$ cat config.mk
export PLATFORM = sky130hd
export DESIGN_NAME = des_encrypt_iter
export DESIGN_NICKNAME = d
export VERILOG_FILES = /design/src/rtl/des_encrypt_iter.sv
export SDC_FILE = /design/constraint.sdc
export NUM_CORES = 1
export LEC_CHECK = 0
export ABC_CLOCK_PERIOD_IN_PS = 1800
export BUFFER_PORTS_ARGS = -buffer_cell sky130_fd_sc_hd__buf_4
export CORE_AREA = 2 2 77 79
export CTS_BUF_LIST = sky130_fd_sc_hd__clkbuf_4 sky130_fd_sc_hd__clkbuf_8 sky130_fd_sc_hd__clkbuf_16
export DETAILED_ROUTE_END_ITERATION = 8
export DIE_AREA = 0 0 79 81
export SYNTH_ARGS = -nofsm -noshare
export SYNTH_HDL_FRONTEND = slang
export SYNTH_SLANG_ARGS = --single-unit
$ cat constraint.sdc
create_clock -name clk -period 1.8 [get_ports clk]
set_input_delay 0.18 -clock clk [delete_from_list [all_inputs] [get_ports clk]]
set_output_delay 0.18 -clock clk [all_outputs]
set_load 0.05 [all_outputs]
$ cat src/rtl/des_encrypt_iter.sv
// Iterative DES encryptor: one Feistel round per clock, subkeys derived on the fly from C/D.
// Optional build macro DES_UNROLL2_EN cascades two rounds per clock (9-cycle latency).
module des_encrypt_iter (
    input  logic        clk,
    input  logic        reset,
    input  logic        enable,
    input  logic [63:0] message,
    input  logic [63:0] des_key,
    input  logic        ack,
    output logic [63:0] encrypted,
    output logic        done,
    output logic        busy
);

    typedef enum logic [1:0] {
        S_IDLE,
        S_ROUND,
        S_FINAL,
        S_DONE
    } state_t;

    typedef struct packed {
        logic [31:0] l;
        logic [31:0] r;
        logic [27:0] c;
        logic [27:0] d;
    } des_state_t;

`ifdef DES_UNROLL2_EN
    localparam logic [3:0] ROUND_INC  = 4'd2;
    localparam logic [3:0] LAST_ROUND = 4'd14;
`else
    localparam logic [3:0] ROUND_INC  = 4'd1;
    localparam logic [3:0] LAST_ROUND = 4'd15;
`endif

    // Tables use DES bit numbering: entry t selects input bit t, where bit 1 is the MSB.
    localparam int IP_TBL [64] = '{
        58, 50, 42, 34, 26, 18, 10, 2,
        60, 52, 44, 36, 28, 20, 12, 4,
        62, 54, 46, 38, 30, 22, 14, 6,
        64, 56, 48, 40, 32, 24, 16, 8,
        57, 49, 41, 33, 25, 17,  9, 1,
        59, 51, 43, 35, 27, 19, 11, 3,
        61, 53, 45, 37, 29, 21, 13, 5,
        63, 55, 47, 39, 31, 23, 15, 7
    };

    localparam int FP_TBL [64] = '{
        40, 8, 48, 16, 56, 24, 64, 32,
        39, 7, 47, 15, 55, 23, 63, 31,
        38, 6, 46, 14, 54, 22, 62, 30,
        37, 5, 45, 13, 53, 21, 61, 29,
        36, 4, 44, 12, 52, 20, 60, 28,
        35, 3, 43, 11, 51, 19, 59, 27,
        34, 2, 42, 10, 50, 18, 58, 26,
        33, 1, 41,  9, 49, 17, 57, 25
    };

    localparam int E_TBL [48] = '{
        32,  1,  2,  3,  4,  5,
         4,  5,  6,  7,  8,  9,
         8,  9, 10, 11, 12, 13,
        12, 13, 14, 15, 16, 17,
        16, 17, 18, 19, 20, 21,
        20, 21, 22, 23, 24, 25,
        24, 25, 26, 27, 28, 29,
        28, 29, 30, 31, 32,  1
    };

    localparam int P_TBL [32] = '{
        16,  7, 20, 21, 29, 12, 28, 17,
         1, 15, 23, 26,  5, 18, 31, 10,
         2,  8, 24, 14, 32, 27,  3,  9,
        19, 13, 30,  6, 22, 11,  4, 25
    };

    localparam int PC1_TBL [56] = '{
        57, 49, 41, 33, 25, 17,  9,
         1, 58, 50, 42, 34, 26, 18,
        10,  2, 59, 51, 43, 35, 27,
        19, 11,  3, 60, 52, 44, 36,
        63, 55, 47, 39, 31, 23, 15,
         7, 62, 54, 46, 38, 30, 22,
        14,  6, 61, 53, 45, 37, 29,
        21, 13,  5, 28, 20, 12,  4
    };

    localparam int PC2_TBL [48] = '{
        14, 17, 11, 24,  1,  5,
         3, 28, 15,  6, 21, 10,
        23, 19, 12,  4, 26,  8,
        16,  7, 27, 20, 13,  2,
        41, 52, 31, 37, 47, 55,
        30, 40, 51, 45, 33, 48,
        44, 49, 39, 56, 34, 53,
        46, 42, 50, 36, 29, 32
    };

    // Each box is stored row-major: index = {row, column} = {b1, b6, b2..b5}.
    localparam int SBOX [8][64] = '{
        '{14,  4, 13,  1,  2, 15, 11,  8,  3, 10,  6, 12,  5,  9,  0,  7,
           0, 15,  7,  4, 14,  2, 13,  1, 10,  6, 12, 11,  9,  5,  3,  8,
           4,  1, 14,  8, 13,  6,  2, 11, 15, 12,  9,  7,  3, 10,  5,  0,
          15, 12,  8,  2,  4,  9,  1,  7,  5, 11,  3, 14, 10,  0,  6, 13},
        '{15,  1,  8, 14,  6, 11,  3,  4,  9,  7,  2, 13, 12,  0,  5, 10,
           3, 13,  4,  7, 15,  2,  8, 14, 12,  0,  1, 10,  6,  9, 11,  5,
           0, 14,  7, 11, 10,  4, 13,  1,  5,  8, 12,  6,  9,  3,  2, 15,
          13,  8, 10,  1,  3, 15,  4,  2, 11,  6,  7, 12,  0,  5, 14,  9},
        '{10,  0,  9, 14,  6,  3, 15,  5,  1, 13, 12,  7, 11,  4,  2,  8,
          13,  7,  0,  9,  3,  4,  6, 10,  2,  8,  5, 14, 12, 11, 15,  1,
          13,  6,  4,  9,  8, 15,  3,  0, 11,  1,  2, 12,  5, 10, 14,  7,
           1, 10, 13,  0,  6,  9,  8,  7,  4, 15, 14,  3, 11,  5,  2, 12},
        '{ 7, 13, 14,  3,  0,  6,  9, 10,  1,  2,  8,  5, 11, 12,  4, 15,
          13,  8, 11,  5,  6, 15,  0,  3,  4,  7,  2, 12,  1, 10, 14,  9,
          10,  6,  9,  0, 12, 11,  7, 13, 15,  1,  3, 14,  5,  2,  8,  4,
           3, 15,  0,  6, 10,  1, 13,  8,  9,  4,  5, 11, 12,  7,  2, 14},
        '{ 2, 12,  4,  1,  7, 10, 11,  6,  8,  5,  3, 15, 13,  0, 14,  9,
          14, 11,  2, 12,  4,  7, 13,  1,  5,  0, 15, 10,  3,  9,  8,  6,
           4,  2,  1, 11, 10, 13,  7,  8, 15,  9, 12,  5,  6,  3,  0, 14,
          11,  8, 12,  7,  1, 14,  2, 13,  6, 15,  0,  9, 10,  4,  5,  3},
        '{12,  1, 10, 15,  9,  2,  6,  8,  0, 13,  3,  4, 14,  7,  5, 11,
          10, 15,  4,  2,  7, 12,  9,  5,  6,  1, 13, 14,  0, 11,  3,  8,
           9, 14, 15,  5,  2,  8, 12,  3,  7,  0,  4, 10,  1, 13, 11,  6,
           4,  3,  2, 12,  9,  5, 15, 10, 11, 14,  1,  7,  6,  0,  8, 13},
        '{ 4, 11,  2, 14, 15,  0,  8, 13,  3, 12,  9,  7,  5, 10,  6,  1,
          13,  0, 11,  7,  4,  9,  1, 10, 14,  3,  5, 12,  2, 15,  8,  6,
           1,  4, 11, 13, 12,  3,  7, 14, 10, 15,  6,  8,  0,  5,  9,  2,
           6, 11, 13,  8,  1,  4, 10,  7,  9,  5,  0, 15, 14,  2,  3, 12},
        '{13,  2,  8,  4,  6, 15, 11,  1, 10,  9,  3, 14,  5,  0, 12,  7,
           1, 15, 13,  8, 10,  3,  7,  4, 12,  5,  6, 11,  0, 14,  9,  2,
           7, 11,  4,  1,  9, 12, 14,  2,  0,  6, 10, 13, 15,  3,  5,  8,
           2,  1, 14,  7,  4, 10,  8, 13, 15, 12,  9,  0,  3,  5,  6, 11}
    };

    function automatic logic [63:0] ip_perm(input logic [63:0] x);
        logic [63:0] y;
        y = '0;
        for (int i = 0; i < 64; i++) y[6'(63 - i)] = x[6'(64 - IP_TBL[6'(i)])];
        return y;
    endfunction

    function automatic logic [63:0] fp_perm(input logic [63:0] x);
        logic [63:0] y;
        y = '0;
        for (int i = 0; i < 64; i++) y[6'(63 - i)] = x[6'(64 - FP_TBL[6'(i)])];
        return y;
    endfunction

    function automatic logic [47:0] e_perm(input logic [31:0] x);
        logic [47:0] y;
        y = '0;
        for (int i = 0; i < 48; i++) y[6'(47 - i)] = x[5'(32 - E_TBL[6'(i)])];
        return y;
    endfunction

    function automatic logic [31:0] p_perm(input logic [31:0] x);
        logic [31:0] y;
        y = '0;
        for (int i = 0; i < 32; i++) y[5'(31 - i)] = x[5'(32 - P_TBL[5'(i)])];
        return y;
    endfunction

    function automatic logic [55:0] pc1_perm(input logic [63:0] x);
        logic [55:0] y;
        y = '0;
        for (int i = 0; i < 56; i++) y[6'(55 - i)] = x[6'(64 - PC1_TBL[6'(i)])];
        return y;
    endfunction

    function automatic logic [47:0] pc2_perm(input logic [55:0] x);
        logic [47:0] y;
        y = '0;
        for (int i = 0; i < 48; i++) y[6'(47 - i)] = x[6'(56 - PC2_TBL[6'(i)])];
        return y;
    endfunction

    function automatic logic [31:0] f_func(input logic [31:0] r, input logic [47:0] k);
        logic [47:0] x;
        logic [31:0] s;
        logic [5:0]  g;
        x = e_perm(r) ^ k;
        s = '0;
        for (int b = 0; b < 8; b++) begin
            g = x[6'(47 - 6 * b) -: 6];
            s[5'(31 - 4 * b) -: 4] = 4'(SBOX[3'(b)][{g[5], g[0], g[4:1]}]);
        end
        return p_perm(s);
    endfunction

    function automatic logic [27:0] rotl(input logic [27:0] x, input logic two);
        return two ? {x[25:0], x[27:26]} : {x[26:0], x[27]};
    endfunction

    // rnd is the zero-based round index; rounds 1, 2, 9 and 16 rotate by one.
    function automatic des_state_t round_step(input des_state_t s, input logic [3:0] rnd);
        des_state_t n;
        logic       two;
        logic [47:0] k;
        two = !(rnd == 4'd0 || rnd == 4'd1 || rnd == 4'd8 || rnd == 4'd15);
        n.c = rotl(s.c, two);
        n.d = rotl(s.d, two);
        k   = pc2_perm({n.c, n.d});
        n.l = s.r;
        n.r = s.l ^ f_func(s.r, k);
        return n;
    endfunction

    state_t      state_q;
    logic [31:0] l_q, r_q;
    logic [27:0] c_q, d_q;
    logic [3:0]  round_q;
    logic [63:0] encrypted_q;
    logic        done_q, busy_q;

    des_state_t  cur_s, round_d;
    logic [63:0] ip_d, final_d;
    logic [55:0] pc1_d;

    assign cur_s   = {l_q, r_q, c_q, d_q};
    assign ip_d    = ip_perm(message);
    assign pc1_d   = pc1_perm(des_key);
    assign final_d = fp_perm({r_q, l_q});

`ifdef DES_UNROLL2_EN
    des_state_t step1_d;
    assign step1_d = round_step(cur_s, round_q);
    assign round_d = round_step(step1_d, round_q + 4'd1);
`else
    assign round_d = round_step(cur_s, round_q);
`endif

    // NOTE: every register, including the datapath, is cleared by reset so an aborted
    // block leaves no key or plaintext material behind; all state updates use <=.
    always_ff @(posedge clk or posedge reset) begin
        if (reset) begin
            state_q     <= S_IDLE;
            l_q         <= '0;
            r_q         <= '0;
            c_q         <= '0;
            d_q         <= '0;
            round_q     <= '0;
            encrypted_q <= '0;
            done_q      <= 1'b0;
            busy_q      <= 1'b0;
        end else begin
            case (state_q)
                S_IDLE: begin
                    if (enable) begin
                        l_q     <= ip_d[63:32];
                        r_q     <= ip_d[31:0];
                        c_q     <= pc1_d[55:28];
                        d_q     <= pc1_d[27:0];
                        round_q <= '0;
                        busy_q  <= 1'b1;
                        state_q <= S_ROUND;
                    end
                end
                S_ROUND: begin
                    l_q     <= round_d.l;
                    r_q     <= round_d.r;
                    c_q     <= round_d.c;
                    d_q     <= round_d.d;
                    round_q <= round_q + ROUND_INC;
                    if (round_q == LAST_ROUND) begin
                        state_q <= S_FINAL;
                    end
                end
                S_FINAL: begin
                    encrypted_q <= final_d;
                    done_q      <= 1'b1;
                    busy_q      <= 1'b0;
                    state_q     <= S_DONE;
                end
                S_DONE: begin
                    // ack wins over a simultaneous enable; the request must come again in IDLE.
                    if (ack) begin
                        done_q  <= 1'b0;
                        state_q <= S_IDLE;
                    end
                end
                default: begin
                    state_q <= S_IDLE;
                end
            endcase
        end
    end

    assign encrypted = encrypted_q;
    assign done      = done_q;
    assign busy      = busy_q;

endmodule

==> Yosys cells after proc, flatten, opt, wreduce, memory -nomap -nowiden <==
Cells that the tools add are included.
W data, S select, Z words.
{ "totals": {"reg_bits": 8, "out_inout_bits": 66, "in_bits": 132} }
{ "op_classes": {"n_eq_ne": 7, "n_reduce_logical": 8, "n_mux": 10, "addsub": 1} }
{ "ops": {"columns": ["op", "n"], "rows": [
  ["$pmux W2 S4", 1],
  ["$pmux W4 S2", 1],
  ["$mux W2", 3],
  ["$ne A2 B2 Y1 const B", 3],
  ["$reduce_and A2 Y1", 3],
  ["$reduce_bool A2 Y1", 3],
  ["$add A4 B1 Y4 const B", 1],
  ["$eq A2 B2 Y1 const B", 2],
  ["$eq A4 B4 Y1 const B", 1],
  ["$mux W4", 1],
  ["$pmux W1 S2", 2],
  ["$reduce_and A3 Y1", 1],
  ["$eq A2 B1 Y1 const B", 1],
  ["$logic_not A2 Y1", 1],
  ["$mux W1", 2]
]} }

==> Logic depth before layout (Yosys ltp) <==
Gate-level depths: netlist (run 1).
{ "logic_depth": {"depth_word": 3, "mapped_depth": 6, "depth_no_buf": 5} }

==> Worst setup path after synthesis (run 1) <==
OpenSTA, ideal clock, no wires.
{ "synth_path": {"kind": "register -> register", "from": "register state_q[0]", "to": "register state_q[1]", "synth_period_minus_slack_ns": 1.443, "arrival_time_ns": 1.319, "stages_incl_launch_ff": 6, "setup_slack_ns": 0.357, "setup_ns": 0.125, "cell_sequence": "dfrtp_1 -> inv_1 -> ha_1 -> nor2b_4 -> a211oi_2 -> mux2_2"} }
{ "synth_between": {"elab_chain_cells": 3} }
{ "synth_rtl": {"columns": ["element", "line", "rtl"], "rows": [
  ["start, declared", "209", "state_t state_q;"],
  ["start signal, assigned", "237", "state_q <= S_IDLE;"],
  ["start signal, assigned", "256", "state_q <= S_ROUND;"],
  ["start signal, assigned", "266", "state_q <= S_FINAL;"],
  ["$eq A2 B1 Y1, or another cell as far along", null, null],
  ["$ne A2 B2 Y1 (no line)", null, null],
  ["$reduce_and A3 Y1 (no line)", null, null]
]} }
Several ways; a longest one is shown, not always the timed one.
A chain may end at the register's enable or synchronous reset.

==> Final worst setup path (run 1) <==
Same ends and word-level chain as after synthesis.

==> run metrics, run 1 <==
Port Buffers 5; # diodes 0; post-CTS sizing 0; Syn Area/Cell 8.60 um^2; TritonCTS clock tree yes; final hold vios 0; drt pass-1 iters 2; share of cells above drive strength 1 9.32%; ys flop type dfrtp_1; first-pass GRT wire length 1590 um; Clock Tree Root clkbuf_8; initial core utilization 16.8%; # DRC 0; drt initial violations 1; Final Skew 0.00362 ns; Routability Congestion 0.691; YS warnings 0; Routed WL per cell 5.67 um; synthesized cell area 955 um^2; Synth area leaders buf_4 50%, dfrtp_1 21%, ha_1 6.6%; CP Capture Type flop; largest net degree at the start of global routing 9; worst vdd ir 0.000814 V; TritonCTS Sinks 8; asr flop ratio synth 100%; Die H 81 um; hpwl dp 866 um; row count 28; max_cap viols 0; nets 257; setup TNS 0 ns; Pwr Density 1560 mW/mm^2; hold path depth 2; WS Path Type flop to flop; Final Total Pwr 1.39 mW; drt via density 2.66; Worst Hold Class primary input to flop; status finished clean; unrepaired setup endpoints after global routing no; Post-synth EDFFs 0; P&R area growth vs syn -6.95%; clk_lat worst skew 0.24 ns; Tcrit/Tclk final 88.1%; Final setup violation count 0; Overall Global Routing Usage 3.28%; P_leak 0.475 nW; Syn Inst Count 111; Seq/Total Area, Yosys 21.0%; hold_buf cts 1; I/O pin cnt 198; # Post-CTS Setup Buffers 0; final WL 1090 um; CTS Buf Count 3; vias in the first global route 399; Worst Reg-to-Reg Cells 5; Data required, critical path 1.92 ns; CP Data Arrival Time 1.71 ns; die width 79 um; Seq cells post-synth 8; Synth area leader buf_4; total vias in the final route 514; remaining antenna violation count 0; Longest Clk Path Bufs 2; Startpoint Class flop; f_max 0.631 GHz; clock period minus final worst setup slack 1.59 ns; grt ovf 0; worst-path fanout max 5; H-tree Lvls 1; Slew Viols, Final 0; core area 0.00568 mm^2; post-synth top area share 50.3%; Netlist cell types 23; initial antenna violation count 0; DIE AREA 0.00640 mm^2; CTS clk-pin slew, worst paths 0.04 ns
[path summary, 6_finish.rpt]
check / start / to / slack (ns)
setup / recovery: state_q[0]$_DFFE_PP0P_ / state_q[1]$_DFFE_PP0P_ / 0.21
hold / removal: ack / done$_DFFE_PP0P_ / 0.12
setup reg to reg: state_q[0]$_DFFE_PP0P_ / state_q[1]$_DFFE_PP0P_ / 0.21
hold reg to reg: busy$_DFFE_PP0P_ / busy$_DFFE_PP0P_ / 0.50
max in group asynchronous: reset / round_q[2]$_DFFE_PP0P_ / 1.10
min in group asynchronous: reset / round_q[3]$_DFFE_PP0P_ / 0.46
[per-stage QoR]
stage / utilization (%) / instances / setup WS, ns / hold WS [ns] / instance area, um^2
finish: 15.7 / 193 / 0.214 / 0.122 / 888
global route: 15.7 / 193 / 0.125 / 0.134 / 888
CTS: 15.7 / 193 / 0.199 / 0.122 / 888
detailed placement: 14.7 / 189 / 0.207 / 0.163 / 837
global placement: 14.7 / 189 / 0.257 / 0.159 / 837
floorplan: - / 174 / 0.357 / -0.00434 / 1190
[worst max-delay path, stage by stage (launching register included)]
cell,delay (ns)
dfrtp_1,0.39
inv_1,0.08
ha_1,0.26
nor2b_4,0.16
a211oi_2,0.21
mux2_2,0.36
[cell type report]
cell class / instances / area (um^2)
Timing Repair Buffer: 6 / 47.5
Multi-Input combinational cell: 97 / 490
Tap cell: 75 / 93.8
Clock buffer: 3 / 41.3
Inverter: 4 / 15.0
Sequential cell: 8 / 200
Fill cell: 657 / 4790
[layout by cell type, fill, tap and decap left out]
cell,synthesis,final
clkbuf_8,0,3
a32o_1,1,1
mux2i_1,1,1
buf_4,64,5
nand2_1,5,5
mux2_2,1,1
a211oi_2,1,1
ha_1,5,5
conb_1,1,64
inv_1,4,4
a22o_1,1,1
nor2b_4,1,1
dfrtp_1,8,8
or4b_1,1,1
nand2b_1,2,2
dlygate4sd3_1,0,1
o21ai_0,2,2
o2bb2ai_1,1,1
or2b_1,1,1
a2bb2oi_1,1,1
nor2b_1,1,1
nand3_1,4,4
nor2_1,1,1
a21oi_1,3,3
[per-layer routing]
| metal | vias up | wire (um) | GRT usage [%] |
|---|---|---|---|
| met1 | 228 | 414 | 3.16 |
| met4 | 0 | 19 | 3.10 |
| met3 | 2 | 144 | 0.778 |
| li1 | 240 | - | - |
| met5 | - | 0 | 0 |
| met2 | 44 | 515 | 5.76 |
[cell usage after synthesis, drive strengths merged (2+ instances only)]
master  number
nand2b       2
dfrtp        8
a21oi        3
o21ai        2
nand2        5
buf         64
inv          4
ha           5
nor2b        2
nand3        4
[cells by family after synthesis]
logic type,share of synthesized area [%]
compound gates,7.73
fa+ha+maj,6.55
buf+inv,52.4
flops,21.0
mux,2.23
other cells,0.393
simple gates,9.70
[where the power goes]
part	internal (mW)	total, mW	switching (mW)
clock network	0.146	0.227	0.0812
registers	0.270	0.341	0.0715
logic	0.238	0.819	0.581
total	0.653	1.39	0.734
[flip-flops by register name, indices dropped and copies added, names as in the netlist]
signal and cells:
round_q 4, state_q 2, busy 1, done 1
No activity file was read; power rests on OpenSTA's default activity.
==> run 2, diff against run 1 <==
--- a/config.mk
+++ b/config.mk
@@ -7,10 +7,13 @@
 export LEC_CHECK = 0
 export ABC_CLOCK_PERIOD_IN_PS = 1800
 export BUFFER_PORTS_ARGS = -buffer_cell sky130_fd_sc_hd__buf_4
-export CORE_AREA = 2 2 77 79
+export CELL_PAD_IN_SITES_DETAIL_PLACEMENT = 0
+export CELL_PAD_IN_SITES_GLOBAL_PLACEMENT = 1
+export CORE_ASPECT_RATIO = 1.1
+export CORE_UTILIZATION = 13
 export CTS_BUF_LIST = sky130_fd_sc_hd__clkbuf_4 sky130_fd_sc_hd__clkbuf_8 sky130_fd_sc_hd__clkbuf_16
 export DETAILED_ROUTE_END_ITERATION = 8
-export DIE_AREA = 0 0 79 81
+export PLACE_DENSITY_LB_ADDON = 0.1
 export SYNTH_ARGS = -nofsm -noshare
 export SYNTH_HDL_FRONTEND = slang
 export SYNTH_SLANG_ARGS = --single-unit
==> constraint.sdc (replaced) <==
create_clock -name clk -period 1.8 [get_ports clk]
set_input_delay 0.18 -clock clk [delete_from_list [all_inputs] [get_ports clk]]
set_output_delay 0.18 -clock clk [all_outputs]
set_load 0.02 [all_outputs]
==> run metrics, run 2 (synthesis gave the netlist of run 1 again) <==
drt initial violations 5; GR Layer Usage met3 0.810%; NetSw 0.512 mW; Filler Cells Inserted 817; worst path cell trace inv_1 -> ha_1 -> nor2b_4 -> a211oi_2 -> mux2_2; hpwl dp 1170 um; crit path launch state_q[0]$_DFFE_PP0P_; CTS Buf Count 3; GRT busiest layer met2; Pwr Density 1290 mW/mm^2; die width 83.7 um; CTS clk-pin slew, worst paths 0.04 ns; status finished clean; grt ovf 0; drt pass-1 iters 2; Data required, critical path 1.91 ns; Longest Clk Path Bufs 2; Routability Congestion 0.660; first-pass GRT wire length 1810 um; Hold Crit Start ack; Net Sw Frac 44.0%; TritonCTS Sinks 8; # DRC 0; TritonCTS clock tree yes; Clock Power Share 19.0%; Final Skew 0.00148 ns; CP max stage delay 0.39 ns; Die H 91.9 um; Overall Global Routing Usage 3.10%; # diodes 0; Tcrit/Tclk final 87.0%; drt via density 2.55; I/O pin cnt 198; hold_buf cts 1; share of cells above drive strength 1 9.32%; WS Path Type flop to flop; worst reg2reg path startpoint state_q[0]$_DFFE_PP0P_; initial antenna violation count 0; max_cap viols 0; Seq pwr share 29.5%; worst vdd ir 0.000459 V; row count 32; CP Capture Type flop; final hold vios 0; post-CTS sizing 0; cell type of the slowest stage on the worst timing path dfrtp_1; unrepaired setup endpoints after global routing no; final worst setup slack 0.233 ns; final WL 1340 um; Clock Tree Root clkbuf_8; remaining antenna violation count 0; nets 257; commonest non-fill, non-tap cell in the layout conb_1; Worst Hold Class primary input to flop; worst-path fanout max 5; grt met2 use 5.83%; Cell Count, Final, Fillers Out 203; met1 usage 3.07%; core area 0.00705 mm^2; Startpoint Class flop; Largest Register round_q; Port Buffers 5; Place WS 0.218 ns; Largest register FFs 4; DIE AREA 0.00769 mm^2; placed cell count 199; P_leak 0.475 nW; clk_lat worst skew 0.23 ns; setup TNS 0 ns; Top Registers round_q: 4 flops, state_q: 2 flops; P&R area growth vs syn -5.64%; CP Data Arrival Time 1.68 ns; vias in the first global route 402; total vias in the final route 517; Final setup violation count 0; Routed WL per cell 6.60 um; most frequent cells in the layout 64 x conb_1, 8 x dfrtp_1, 5 x nand2_1, 5 x ha_1, 5 x buf_4; # Post-CTS Setup Buffers 0; f_max 0.638 GHz; Slew Viols, Final 0; Final Total Pwr 1.16 mW; internal cell power 0.651 mW; Comb pwr share 51.5%; H-tree Lvls 1; initial core utilization 13.5%; clock period minus final worst setup slack 1.57 ns; largest net degree at the start of global routing 9
-- run 2: cell counts in the layout (fill, tap and decap cells not counted) --
No cell type changed its count.
-- run 2: cell type report --
cell class                      count  area [um^2]  share of cell area (%)
Multi-Input combinational cell     97          490                    54.4
Sequential cell                     8          200                    22.2
Tap cell                           85          106                    11.8
Timing Repair Buffer                6         47.5                    5.28
Clock buffer                        3         41.3                    4.58
Inverter                            4         15.0                    1.67
-- run 2: layer usage --
metal | routed length [um] | vias to the layer above
met3 | 98 | 2
met1 | 457 | 238
met4 | 8 | 0
met2 | 775 | 37
li1 | - | 240
met5 | 0 | -
-- run 2: critical path: cells and delay by family (launching register included) --
| kind | cells | cell delay [ns] |
|---|---|---|
| adder cells (fa/ha/maj) | 1 | 0.26 |
| buffers and inverters | 1 | 0.08 |
| multiplexers | 1 | 0.36 |
| AND/OR/NAND/NOR | 1 | 0.16 |
| flip-flops | 1 | 0.39 |
| AO/OA/AOI/OAI | 1 | 0.19 |
-- run 2: metrics by stage --
stage	hold slack (ns)	cell area [um^2]	utilization [%]
floorplan	-0.00434	1190	-
global placement	0.193	850	12.1
detailed placement	0.194	850	12.1
CTS	0.134	901	12.8
global route	0.154	901	12.8
finish	0.135	901	12.8
-- run 2: worst paths after layout --
path | end | slack, ns | depth (start not counted)
worst max-delay path | state_q[1]$_DFFE_PP0P_ | 0.23 | 5
worst min-delay path | done$_DFFE_PP0P_ | 0.13 | 2
worst max register to register | state_q[1]$_DFFE_PP0P_ | 0.23 | 5
worst min register to register | busy$_DFFE_PP0P_ | 0.50 | 1
max in group asynchronous | round_q[2]$_DFFE_PP0P_ | 1.05 | 3
min in group asynchronous | state_q[1]$_DFFE_PP0P_ | 0.48 | 3
-- run 2: power by group through the flow --
stage,combinational (mW),sequential (mW),clock (mW)
2_1_floorplan,0.568,0.357,0
3_3_place_gp,0.604,0.348,0
3_5_place_dp,0.609,0.349,0
4_1_cts,0.615,0.346,0.231
5_1_grt,0.669,0.361,0.233
6_report,0.599,0.343,0.221
==> run 3, diff against run 2 <==
--- a/config.mk
+++ b/config.mk
@@ -9,9 +9,9 @@
 export BUFFER_PORTS_ARGS = -buffer_cell sky130_fd_sc_hd__buf_4
 export CELL_PAD_IN_SITES_DETAIL_PLACEMENT = 0
 export CELL_PAD_IN_SITES_GLOBAL_PLACEMENT = 1
-export CORE_ASPECT_RATIO = 1.1
-export CORE_UTILIZATION = 13
-export CTS_BUF_LIST = sky130_fd_sc_hd__clkbuf_4 sky130_fd_sc_hd__clkbuf_8 sky130_fd_sc_hd__clkbuf_16
+export CORE_ASPECT_RATIO = 1.4
+export CORE_UTILIZATION = 14
+export CTS_BUF_LIST = sky130_fd_sc_hd__clkbuf_4
 export DETAILED_ROUTE_END_ITERATION = 8
 export PLACE_DENSITY_LB_ADDON = 0.1
 export SYNTH_ARGS = -nofsm -noshare
==> run metrics, run 3 (synthesis gave the netlist of run 1 again) <==
I/O pin cnt 198; Startpoint Class flop; Port Buffers 5; Filler Cells Inserted 755; total vias in the final route 516; post-CTS sizing 0; Seq pwr share 30.8%; P&R area growth vs syn -8.26%; placed cell area 843 um^2; Overall Global Routing Usage 3.71%; Util after Layout 13.3%; TritonCTS Sinks 8; initial antenna violation count 0; Die H 99.7 um; hpwl dp 1170 um; drt via density 2.67; CTS clk-pin slew, worst paths 0.06 ns; Largest register FFs 4; DIE AREA 0.00716 mm^2; Final setup violation count 0; Routed WL per cell 7.18 um; nets 258; worst vdd ir 0.000367 V; Data required, critical path 1.94 ns; first-pass GRT wire length 1880 um; Comb pwr share 56.2%; Routability Congestion 0.681; remaining antenna violation count 0; TritonCTS clock tree yes; P_leak 0.472 nW; CP Capture Type flop; Top Registers round_q: 4 flops, state_q: 2 flops; die width 71.8 um; Longest Clk Path Bufs 2; Pwr Density 1270 mW/mm^2; clock period minus final worst setup slack 1.53 ns; multi-input logic area 490 um^2; largest net degree at the start of global routing 9; f_max 0.652 GHz; vias in the first global route 387; drt pass-1 iters 4; Worst Hold Class primary input to flop; # diodes 0; Clock Power Share 12.9%; internal cell power 0.594 mW; share of cells above drive strength 1 10.1%; setup TNS 0 ns; Tcrit/Tclk final 85.3%; commonest non-fill, non-tap cell in the layout conb_1; NetSw 0.514 mW; final WL 1390 um; most frequent cells in the layout 64 x conb_1, 8 x dfrtp_1, 6 x buf_4; clk_lat worst skew 0.25 ns; Net Sw Frac 46.4%; Final Skew 0.000577 ns; worst-path fanout max 4; # Post-CTS Setup Buffers 0; final hold vios 0; status finished clean; drt initial violations 4; Finished Cell Area 876 um^2; CTS Buf Count 3; row count 35; initial core utilization 14.5%; core area 0.00657 mm^2; WS Path Type flop to flop; Slew Viols, Final 0; max_cap viols 0; grt ovf 0; Largest Register round_q; H-tree Lvls 1; Final Total Pwr 1.11 mW; Storage cell area 200 um^2; unrepaired setup endpoints after global routing no; CP Data Arrival Time 1.67 ns; Clock Tree Root clkbuf_4; # DRC 0
## run 3: metrics by stage
stage	worst slack [ns]	instances	hold WS, ns
after detailed placement	0.251	189	0.194
final	0.265	193	0.109
after global placement	0.230	189	0.190
after global routing	0.175	193	0.0983
after CTS	0.245	193	0.0966
after floorplan	0.357	174	-0.00434
## run 3: routing by layer
| metal | track usage [%] | wire [um] | up-vias |
|---|---|---|---|
| met5 | 0 | 0 | - |
| met4 | 3.62 | 24 | 0 |
| met3 | 0.912 | 103 | 2 |
| met2 | 5.95 | 747 | 43 |
| met1 | 3.87 | 509 | 228 |
| li1 | - | - | 243 |
## run 3: power by group through the flow
stage	logic, mW	registers (mW)	clock network [mW]
final	0.623	0.342	0.143
after global routing	0.693	0.356	0.166
after CTS	0.633	0.343	0.156
after detailed placement	0.626	0.347	0
after global placement	0.624	0.349	0
after floorplan	0.568	0.357	0
## run 3: layout make-up
type / instances / share of cell area (%)
tap: 74 / 10.6
timing repair buffer: 7 / 6.29
inverter: 4 / 1.71
sequential: 8 / 22.9
multi-input combinational: 97 / 56.0
clock buffer: 3 / 2.57
## run 3: what timing repair did
action                     CTS  global route
setup endpoints to repair    0             0
hold endpoints to repair     8             0
hold buffers                 1             0
## run 3: worst max-delay path, cell delays in order, from the launching register on
cell      delay [ns]
dfrtp_1         0.41
ha_1            0.24
nor2b_1         0.16
a211oi_2        0.25
mux2_2          0.36
## run 3: worst paths after layout
| check | from | end | slack (ns) | depth (start not counted) |
|---|---|---|---|---|
| min | ack | done$_DFFE_PP0P_ | 0.11 | 2 |
| max reg2reg | state_q[0]$_DFFE_PP0P_ | state_q[1]$_DFFE_PP0P_ | 0.27 | 4 |
| min reg2reg | busy$_DFFE_PP0P_ | busy$_DFFE_PP0P_ | 0.49 | 1 |
| max | state_q[0]$_DFFE_PP0P_ | state_q[1]$_DFFE_PP0P_ | 0.27 | 4 |
| min in group asynchronous | reset | state_q[1]$_DFFE_PP0P_ | 0.44 | 3 |
| max in group asynchronous | reset | round_q[2]$_DFFE_PP0P_ | 1.10 | 3 |
